File: src/rtl/pipe_adder_pkg.sv
// ============================================================================
// pipe_adder_pkg : shared types and helpers for the pipelined adder/subtractor
// Optional feature macro: PIPE_ADDER_OVF_EN (adds MSB bits to the stage record)
// Revision: 1.0
// ============================================================================
`default_nettype none

package pipe_adder_pkg;

    typedef enum logic {
        ADD = 1'b0,
        SUB = 1'b1
    } op_mode_e;

    // Control half of a stage record; the partial sum and the remaining
    // operands travel beside it as WIDTH-bit vectors sized by the instance.
    typedef struct packed {
        logic valid;
        logic carry;
`ifdef PIPE_ADDER_OVF_EN
        logic a_msb;
        logic b_msb;
`endif
    } stage_ctl_t;

    function automatic int chunk_width(input int width, input int stages);
        return (stages > 0) ? (width / stages) : width;
    endfunction

endpackage

`default_nettype wire

File: src/rtl/adder_chunk_stage.sv
// ============================================================================
// adder_chunk_stage : CHUNK-bit ripple add of chunk IDX plus its stage register
// Optional feature macro: PIPE_ADDER_OVF_EN (via the stage record type)
// Revision: 1.0
// ============================================================================
`default_nettype none

module adder_chunk_stage
    import pipe_adder_pkg::*;
#(
    parameter int WIDTH = 32,
    parameter int CHUNK = 8,
    parameter int IDX   = 0
) (
    input  logic             clk,
    input  logic             rst_n,
    input  logic             en_i,
    input  stage_ctl_t       ctl_i,
    input  logic [WIDTH-1:0] sum_i,
    input  logic [WIDTH-1:0] a_i,
    input  logic [WIDTH-1:0] b_i,
    output stage_ctl_t       ctl_o,
    output logic [WIDTH-1:0] sum_o,
    output logic [WIDTH-1:0] a_o,
    output logic [WIDTH-1:0] b_o
);

    localparam int LO = IDX * CHUNK;

    logic [CHUNK:0]   chunk_add;
    stage_ctl_t       ctl_d, ctl_q;
    logic [WIDTH-1:0] sum_d, sum_q;
    logic [WIDTH-1:0] a_d, a_q;
    logic [WIDTH-1:0] b_d, b_q;

    // Consumed operand chunks are zeroed so their flops fold away downstream.
    always_comb begin
        chunk_add = {1'b0, a_i[LO +: CHUNK]} + {1'b0, b_i[LO +: CHUNK]}
                  + {{CHUNK{1'b0}}, ctl_i.carry};
        ctl_d       = ctl_i;
        ctl_d.carry = chunk_add[CHUNK];
        sum_d       = sum_i;
        sum_d[LO +: CHUNK] = chunk_add[CHUNK-1:0];
        a_d         = a_i;
        a_d[LO +: CHUNK]   = '0;
        b_d         = b_i;
        b_d[LO +: CHUNK]   = '0;
    end

    always_ff @(posedge clk or negedge rst_n) begin
        if (!rst_n) begin
            ctl_q <= '0;
            sum_q <= '0;
            a_q   <= '0;
            b_q   <= '0;
        end else if (en_i) begin
            ctl_q <= ctl_d;
            sum_q <= sum_d;
            a_q   <= a_d;
            b_q   <= b_d;
        end
    end

    assign ctl_o = ctl_q;
    assign sum_o = sum_q;
    assign a_o   = a_q;
    assign b_o   = b_q;

endmodule

`default_nettype wire

File: src/rtl/pipe_adder.sv
// ============================================================================
// pipe_adder : pipelined ripple-carry adder/subtractor with valid/ready flow
// Optional feature macro: PIPE_ADDER_OVF_EN (adds signed-overflow output ovf)
// Revision: 1.0
// ============================================================================
`default_nettype none

module pipe_adder
    import pipe_adder_pkg::*;
#(
    parameter int WIDTH  = 32,
    parameter int STAGES = 4
) (
    input  logic             clk,
    input  logic             rst_n,
    input  logic             in_valid,
    output logic             in_ready,
    input  logic [WIDTH-1:0] a,
    input  logic [WIDTH-1:0] b,
    input  logic             cin,
    input  logic             sub,
    output logic             out_valid,
    input  logic             out_ready,
    output logic [WIDTH-1:0] sum,
    output logic             cout
`ifdef PIPE_ADDER_OVF_EN
    ,
    output logic             ovf
`endif
);

    localparam int CHUNK = chunk_width(WIDTH, STAGES);

    generate
        if (WIDTH < 1 || STAGES < 1 || STAGES > WIDTH || (WIDTH % STAGES) != 0) begin : g_param_check
            $error("pipe_adder: illegal WIDTH/STAGES combination");
        end
    endgenerate

    op_mode_e         mode;
    logic             stall;
    logic             en;
    stage_ctl_t       head_ctl;
    logic [WIDTH-1:0] b_eff;

    stage_ctl_t       st_ctl [STAGES];
    logic [WIDTH-1:0] st_sum [STAGES];
    logic [WIDTH-1:0] st_a   [STAGES];
    logic [WIDTH-1:0] st_b   [STAGES];

    assign mode     = op_mode_e'(sub);
    assign b_eff    = (mode == SUB) ? ~b : b;
    assign stall    = out_valid & ~out_ready;
    assign en       = ~stall;
    assign in_ready = ~stall;

    always_comb begin
        head_ctl       = '0;
        head_ctl.valid = in_valid;
        head_ctl.carry = (mode == SUB) ? 1'b1 : cin;
`ifdef PIPE_ADDER_OVF_EN
        head_ctl.a_msb = a[WIDTH-1];
        head_ctl.b_msb = b_eff[WIDTH-1];
`endif
    end

    generate
        for (genvar k = 0; k < STAGES; k++) begin : g_stage
            stage_ctl_t       ctl_in;
            logic [WIDTH-1:0] sum_in;
            logic [WIDTH-1:0] a_in;
            logic [WIDTH-1:0] b_in;

            if (k == 0) begin : g_head
                assign ctl_in = head_ctl;
                assign sum_in = '0;
                assign a_in   = a;
                assign b_in   = b_eff;
            end else begin : g_link
                assign ctl_in = st_ctl[k-1];
                assign sum_in = st_sum[k-1];
                assign a_in   = st_a[k-1];
                assign b_in   = st_b[k-1];
            end

            adder_chunk_stage #(
                .WIDTH (WIDTH),
                .CHUNK (CHUNK),
                .IDX   (k)
            ) u_stage (
                .clk   (clk),
                .rst_n (rst_n),
                .en_i  (en),
                .ctl_i (ctl_in),
                .sum_i (sum_in),
                .a_i   (a_in),
                .b_i   (b_in),
                .ctl_o (st_ctl[k]),
                .sum_o (st_sum[k]),
                .a_o   (st_a[k]),
                .b_o   (st_b[k])
            );
        end
    endgenerate

    assign out_valid = st_ctl[STAGES-1].valid;
    assign sum       = st_sum[STAGES-1];
    assign cout      = st_ctl[STAGES-1].carry;

`ifdef PIPE_ADDER_OVF_EN
    assign ovf = (st_ctl[STAGES-1].a_msb == st_ctl[STAGES-1].b_msb)
               & (sum[WIDTH-1] != st_ctl[STAGES-1].a_msb);
`endif

    // Operand remnants leaving the last stage are all-zero by construction.
    logic unused_tail;
    assign unused_tail = ^{st_a[STAGES-1], st_b[STAGES-1]};

endmodule

`default_nettype wire

File: config.mk
export PLATFORM = sky130hd
export DESIGN_NAME = pipe_adder
export DESIGN_NICKNAME = d
export VERILOG_FILES = /design/src/rtl/pipe_adder_pkg.sv /design/src/rtl/adder_chunk_stage.sv /design/src/rtl/pipe_adder.sv
export SDC_FILE = /design/constraint.sdc
export NUM_CORES = 1
export LEC_CHECK = 0
export ABC_AREA = 0
export BUFFER_PORTS_ARGS = -buffer_cell sky130_fd_sc_hd__buf_2
export CELL_PAD_IN_SITES_DETAIL_PLACEMENT = 1
export CELL_PAD_IN_SITES_GLOBAL_PLACEMENT = 2
export CORE_AREA = 8 8 162 164
export CTS_CLUSTER_SIZE = 25
export DETAILED_ROUTE_END_ITERATION = 16
export DIE_AREA = 0 0 170 172
export GPL_TIMING_DRIVEN = 0
export HOLD_SLACK_MARGIN = 0.02
export PLACE_DENSITY_LB_ADDON = 0.3
export SLEW_MARGIN = 25
export SYNTH_ARGS = -nofsm -noshare
export SYNTH_HDL_FRONTEND = slang
export SYNTH_SLANG_ARGS = --single-unit
File: constraint.sdc
create_clock -name clk -period 2.7 [get_ports clk]
set_clock_uncertainty 0.1 [all_clocks]
set_input_delay 0.135 -clock clk [delete_from_list [all_inputs] [get_ports clk]]
set_output_delay 0.135 -clock clk [all_outputs]
set_load 0.1 [all_outputs]
==> results.json, run 1 <==
{
  "status": "finished clean",
  "synthFlopType": "dfrtp_1",
  "maxCapViolCount": 0,
  "clockBufferDepth": 2,
  "setup_viol": 0,
  "place_congestion": 0.801,
  "routedWlPerCell_um": 15.6,
  "cts_tree": "yes",
  "tns_ps": 0,
  "cp_top_family": "buffers and inverters",
  "numCtsBuffers": 17,
  "cp.depth": 6,
  "path_cells": "nor2b_1 > buf_2 > inv_2 > buf_2 > buf_2 > buf_2",
  "postLayoutCoreUtil_pct": 43.8,
  "fin_cells": 1428,
  "cts-root-buf": "clkbuf_16",
  "path_common_cell": "buf_2",
  "synth-seq-cells": 184,
  "fillerInstances": 2839,
  "worst_pin_slew_ps": 878,
  "worst_setup_path_end_kind": "primary output",
  "layout_worst_path_cycle_share_pct": 92.1,
  "synth_cell_type_count": 36,
  "intPower_w": 0.00731,
  "postRouteAntennaNets": 0,
  "hold_buffers": 49,
  "hold-path-cell-count": 3,
  "vias_per_cell": 4.54,
  "yosysTopAreaCellShare_pct": 55.2,
  "final_common_cell": "nand2_1",
  "grt_pass1_vias": 7222,
  "async_reset_ff_share_pct": 100,
  "max_stage_delay_ps": 480,
  "die_x_um": 170,
  "cts.sinks": 184,
  "power_w": 0.0135,
  "worstSetupPathType": "flip-flop to primary output",
  "cts.htree.levels": 4,
  "synth_edf_count": 0,
  "crit_fanout": 10,
  "netlist_area_um2": 8340,
  "synth_area_leader_cell": "dfrtp_1",
  "required_ps": 2470,
  "synthTopCellsByArea": "dfrtp_1, nand2_1, ha_1, xnor2_1, o21ai_0",
  "cts_resized": 0,
  "rsz0062_at_grt": "false",
  "p_leak_nw": 5.28,
  "clk_pin_slew_ps": 70,
  "clkPwrFrac_pct": 19.2,
  "firstDrtPassIters": 4,
  "syn_area_per_cell_um2": 9.09,
  "multi_input_area_um2": 3470,
  "rows": 57,
  "fmax_mhz": 402,
  "switchingPower_w": 0.00623,
  "grt_first_pass_wirelength_mm": 37.7,
  "hp-class": "input pin to flip-flop",
  "drtIter0Drc": 379,
  "via_count": 6489,
  "start_util_pct": 35.0,
  "wl_mm": 22.3,
  "p_seq_share_pct": 34.8,
  "switching_share_pct": 46.0,
  "area_delta_synth_final_pct": 25.2,
  "drive_gt1_share_pct": 17.0,
  "portBuffers": 103,
  "overflow": 0,
  "dp.cells": 1346,
  "arrival_ps": 2250,
  "cp.buffers_inverters": 5,
  "ys_seq_area_share_pct": 55.2,
  "diodes": 0,
  "reg2reg_depth": 7,
  "ios": 105,
  "cpMaxStageDelayCell": "buf_2",
  "syn-instance-count": 917,
  "hold_viol": 0,
  "period_needed_ps": 2490,
  "start_kind": "flip-flop",
  "layout_common_cells": "nand2_1, dfrtp_1, buf_2, dlygate4sd3_1, o21ai_0",
  "coreArea_um2": 23800,
  "powerDensity_nw_per_um2": 1300,
  "p_comb_share_pct": 46.0,
  "track_usage_pct": 16.5,
  "antenna_found_initial": 0,
  "final-max-slew-violation-count": 0,
  "die_area_um2": 29200,
  "ys_warn_count": 0,
  "register_area_um2": 4600,
  "grt_max_degree": 73,
  "dieHeight_um": 172,
  "syn_nets": 1023,
  "cts_setup_buffers": 0,
  "insertion_delay_ps": 430,
  "post-dp-hpwl_mm": 16.5,
  "final_nets": 1197,
  "drc": 0,
  "irDropWorstVdd_v": 0.000611,
  "relSlewSlack_pct": 41.4
}
## cell families (layout without fill, tap and decap cells)
logic type / Yosys count / count (layout) / synth area share [%]
AND/OR/NAND/NOR: 482 / 482 / 22.4
flip-flops: 184 / 184 / 55.2
adder cells (fa/ha/maj): 36 / 36 / 6.12
AO/OA/AOI/OAI: 112 / 112 / 8.13
XOR/XNOR: 47 / 47 / 4.94
buffers and inverters: 56 / 243 / 3.14
## worst reg2reg max path, cell delays in order (launching register included)
cell and delay (ps):
dfrtp_1 400, fa_1 510, fa_1 440, a21oi_1 250, o211ai_1 140, a21oi_1 240
xor2_1 170, o21ai_1 70
## power groups by stage
| stage | clock [W] | combinational (W) | sequential (W) |
|---|---|---|---|
| after floorplan | 0 | 0.00301 | 0.00636 |
| after global placement | 0 | 0.00612 | 0.00474 |
| after detailed placement | 0 | 0.00626 | 0.00477 |
| after CTS | 0.00266 | 0.00634 | 0.00473 |
| after global routing | 0.00277 | 0.00692 | 0.00488 |
| final | 0.00260 | 0.00622 | 0.00472 |
## worst paths after layout
check,start,endpoint,slack [ps]
hold / removal,sub,g_stage[0].u_stage.b_o[8]$_DFFE_PN0N_,50
setup reg to reg,g_stage[1].u_stage.b_o[16]$_DFFE_PN0N_,g_stage[2].u_stage.sum_o[22]$_DFFE_PN0N_,230
setup / recovery,g_stage[3].u_stage.ctl_o[1]$_DFFE_PN0N_,in_ready,210
hold reg to reg,g_stage[3].u_stage.sum_o[24]$_DFFE_PN0N_,g_stage[3].u_stage.sum_o[24]$_DFFE_PN0N_,360
min in group asynchronous,rst_n,g_stage[0].u_stage.a_o[9]$_DFFE_PN0N_,120
max in group asynchronous,rst_n,g_stage[0].u_stage.a_o[29]$_DFFE_PN0N_,1350
## cell type report
class                      instances  share of cell area (%)
inverter                          11                   0.396
buffer                            45                    2.11
tap                              324                    3.88
multi-input combinational        677                    33.2
clock inverter                    10                    1.35
sequential                       184                    44.1
timing repair buffer             155                    10.4
clock buffer                      22                    4.54
## state kept, by name, indices dropped and copies added (netlist names)
signal	count
g_stage.u_stage.a_o	48
g_stage.u_stage.sum_o	80
g_stage.u_stage.b_o	48
g_stage.u_stage.ctl_o	8
## metrics by stage
step,cell area (µm²),worst slack (ps),hold slack [ps]
3_3_place_gp,9260,-1860,232
2_1_floorplan,8340,265,-261
5_1_grt,10400,84.6,82.7
6_report,10400,214,48.2
3_5_place_dp,9320,33.3,12.3
4_1_cts,10400,160,25.1
## metal layers
metal  wire [µm]  up-vias  GRT usage (%)
li1            -     3275              -
met1       11000     3107           22.2
met2       10400       87           27.0
met3         678       20           3.04
met4         246        0           4.54
met5           0        -              0
## synth_stat cells (5+ instances only)
library cell  count
buf_2            41
a211oi_1          5
nor2_1           13
o21ai_1          15
a21oi_1          16
dfrtp_1         184
fa_1              8
nor3_1           15
a21o_1            5
ha_1             28
inv_1            10
xor2_1           19
xnor2_1          28
o21ai_0          46
nand2_1         442
Power figures use the tool's default switching activity.
==> run 2: changes to the inputs <==
--- a/config.mk
+++ b/config.mk
@@ -9,10 +9,10 @@
 export BUFFER_PORTS_ARGS = -buffer_cell sky130_fd_sc_hd__buf_2
 export CELL_PAD_IN_SITES_DETAIL_PLACEMENT = 1
 export CELL_PAD_IN_SITES_GLOBAL_PLACEMENT = 2
-export CORE_AREA = 8 8 162 164
+export CORE_AREA = 8 8 171 173
 export CTS_CLUSTER_SIZE = 25
 export DETAILED_ROUTE_END_ITERATION = 16
-export DIE_AREA = 0 0 170 172
+export DIE_AREA = 0 0 179 181
 export GPL_TIMING_DRIVEN = 0
 export HOLD_SLACK_MARGIN = 0.02
 export PLACE_DENSITY_LB_ADDON = 0.3
==> constraint.sdc (replaced) <==
create_clock -name clk -period 2.01 [get_ports clk]
set_clock_uncertainty 0.1 [all_clocks]
set_input_delay 0.1005 -clock clk [delete_from_list [all_inputs] [get_ports clk]]
set_output_delay 0.1005 -clock clk [all_outputs]
set_load 0.1 [all_outputs]
==> run 2 against run 1 <==
Effect of this change:
- the flow now finishes with violations (negative setup slack)
- worst hold slack gained 7.7 ps
- sequential power increased by 34%
- cell area is 2.7% higher
==> results.json, run 2 (synthesis results as in run 1) <==
{
  "status": "complete, but fails checks",
  "violations": "negative setup slack",
  "coreArea_um2": 26500,
  "final.setup.worst_slack_ps": -151,
  "required_ps": 2200,
  "grt_first_pass_wirelength_mm": 37.9,
  "period_needed_ps": 2160,
  "hold_viol": 0,
  "final-max-slew-violation-count": 0,
  "cts_tree": "yes",
  "fmax_mhz": 463,
  "arrival_ps": 2350,
  "routedWlPerCell_um": 15.8,
  "power_w": 0.0187,
  "drtIter0Drc": 323,
  "setup_viol": 11,
  "post-dp-hpwl_mm": 16.9,
  "largest_reg_flops": 80,
  "dp_slack_ps": -422,
  "crit_fanout": 2,
  "place_congestion": 0.764,
  "ios": 105,
  "cts.htree.levels": 4,
  "powerDensity_nw_per_um2": 1740,
  "diodes": 0,
  "die_area_um2": 32400,
  "area_delta_synth_final_pct": 28.6,
  "overflow": 0,
  "antenna_found_initial": 0,
  "rsz0062_at_grt": "true",
  "dieHeight_um": 181,
  "clockBufferDepth": 2,
  "worst_pin_slew_ps": 876,
  "relSlewSlack_pct": 41.6,
  "track_usage_pct": 14.9,
  "wl_mm": 23.0,
  "layout_worst_path_cycle_share_pct": 108,
  "hp-class": "input pin to async pin",
  "postRouteAntennaNets": 0,
  "layout_common_cells": "nand2_1, dfrtp_1, buf_2, dlygate4sd3_1, o21ai_0",
  "fillerInstances": 3085,
  "via_count": 6565,
  "start_kind": "flip-flop",
  "grt_max_degree": 77,
  "final_common_cell": "nand2_1",
  "irDropWorstVdd_v": 0.00106,
  "rows": 60,
  "fin_cells": 1459,
  "vias_per_cell": 4.50,
  "dp.cells": 1363,
  "portBuffers": 103,
  "grt_pass1_vias": 7270,
  "final_nets": 1212,
  "die_x_um": 179,
  "p_leak_nw": 5.37,
  "firstDrtPassIters": 5,
  "insertion_delay_ps": 430,
  "cts.sinks": 184,
  "numCtsBuffers": 17,
  "maxCapViolCount": 0,
  "cts-root-buf": "clkbuf_16",
  "clk_pin_slew_ps": 70,
  "worstSetupPathType": "flip-flop to flip-flop",
  "worst_setup_path_end_kind": "flip-flop",
  "postLayoutCoreUtil_pct": 40.5,
  "drive_gt1_share_pct": 20.1,
  "drc": 0,
  "start_util_pct": 31.5
}
-- run 2: changes by cell type in the layout (fill, tap and decap cells not counted), sizes merged --
| cell | change |
|---|---|
| clkbuf | -5 |
| buf | +11 |
| clkinvlp | +1 |
| bufinv | -1 |
| dlygate4sd3 | +4 |
| clkinv | +1 |
| inv | +3 |
-- run 2: worst paths after layout --
path                                                     startpoint                                        to  slack (ps)  depth (start not counted)
setup / recovery             g_stage[2].u_stage.b_o[24]$_DFFE_PN0N_  g_stage[3].u_stage.sum_o[30]$_DFFE_PN0N_        -150                          7
hold / removal                                                rst_n     g_stage[0].u_stage.a_o[8]$_DFFE_PN0N_          60                          2
setup reg to reg             g_stage[2].u_stage.b_o[24]$_DFFE_PN0N_  g_stage[3].u_stage.sum_o[30]$_DFFE_PN0N_        -150                          7
hold reg to reg            g_stage[3].u_stage.sum_o[13]$_DFFE_PN0N_  g_stage[3].u_stage.sum_o[13]$_DFFE_PN0N_         360                          2
max in group asynchronous                                     rst_n   g_stage[3].u_stage.ctl_o[1]$_DFFE_PN0N_         690                          4
min in group clk                                               a[7]   g_stage[0].u_stage.ctl_o[0]$_DFFE_PN0N_          60                          5
-- run 2: routing by layer --
| metal | global-route usage (%) | up-vias | wire (µm) |
|---|---|---|---|
| met3 | 2.25 | 14 | 671 |
| met2 | 24.4 | 85 | 11100 |
| li1 | - | 3290 | - |
| met4 | 4.40 | 0 | 234 |
| met1 | 19.8 | 3176 | 11100 |
| met5 | 0 | - | 0 |
-- run 2: critical path: stages, from the launching register on --
cell      delay [ps]
dfrtp_1          410
fa_2             440
fa_2             390
a21oi_2          160
o211ai_1         120
a21oi_2          180
xor2_1           150
o21ai_1           70
-- run 2: through the flow --
stage	hold slack (ps)	TNS, ps	area [µm²]
6_report	56.0	-870	10700
5_1_grt	85.9	-2070	10700
4_1_cts	47.4	-1030	10600
3_5_place_dp	-73.3	-2530	9400
3_3_place_gp	200	-458070	9340
2_1_floorplan	-295	-582	8390
-- run 2: what timing repair did --
action / 4_1_cts / 5_1_grt
buffers inserted: 7 / 6
endpoints found under the setup margin: 9 / 18
pin swaps: 19 / 23
hold endpoints to repair: 158 / 0
gates resized for setup: 15 / 16
hold buffers: 54 / 0
-- run 2: power breakdown --
part	total [W]	leakage (nW)	switching (W)	internal [W]
sequential	0.00632	2.23	0.000961	0.00536
combinational	0.00904	2.86	0.00622	0.00282
clock	0.00334	0.278	0.00150	0.00184
total	0.0187	5.37	0.00868	0.0100
-- run 2: area by class of cell --
type	instances	area (µm²)	share of cell area, %
plain buffers	44	244	2.28
clock buffers	17	425	3.97
clock inverters	14	149	1.39
inverters	11	41.3	0.385
multi-input cells	677	3600	33.5
flip-flops and latches	184	4610	43.0
well taps	341	427	3.98
repair buffers	171	1230	11.5
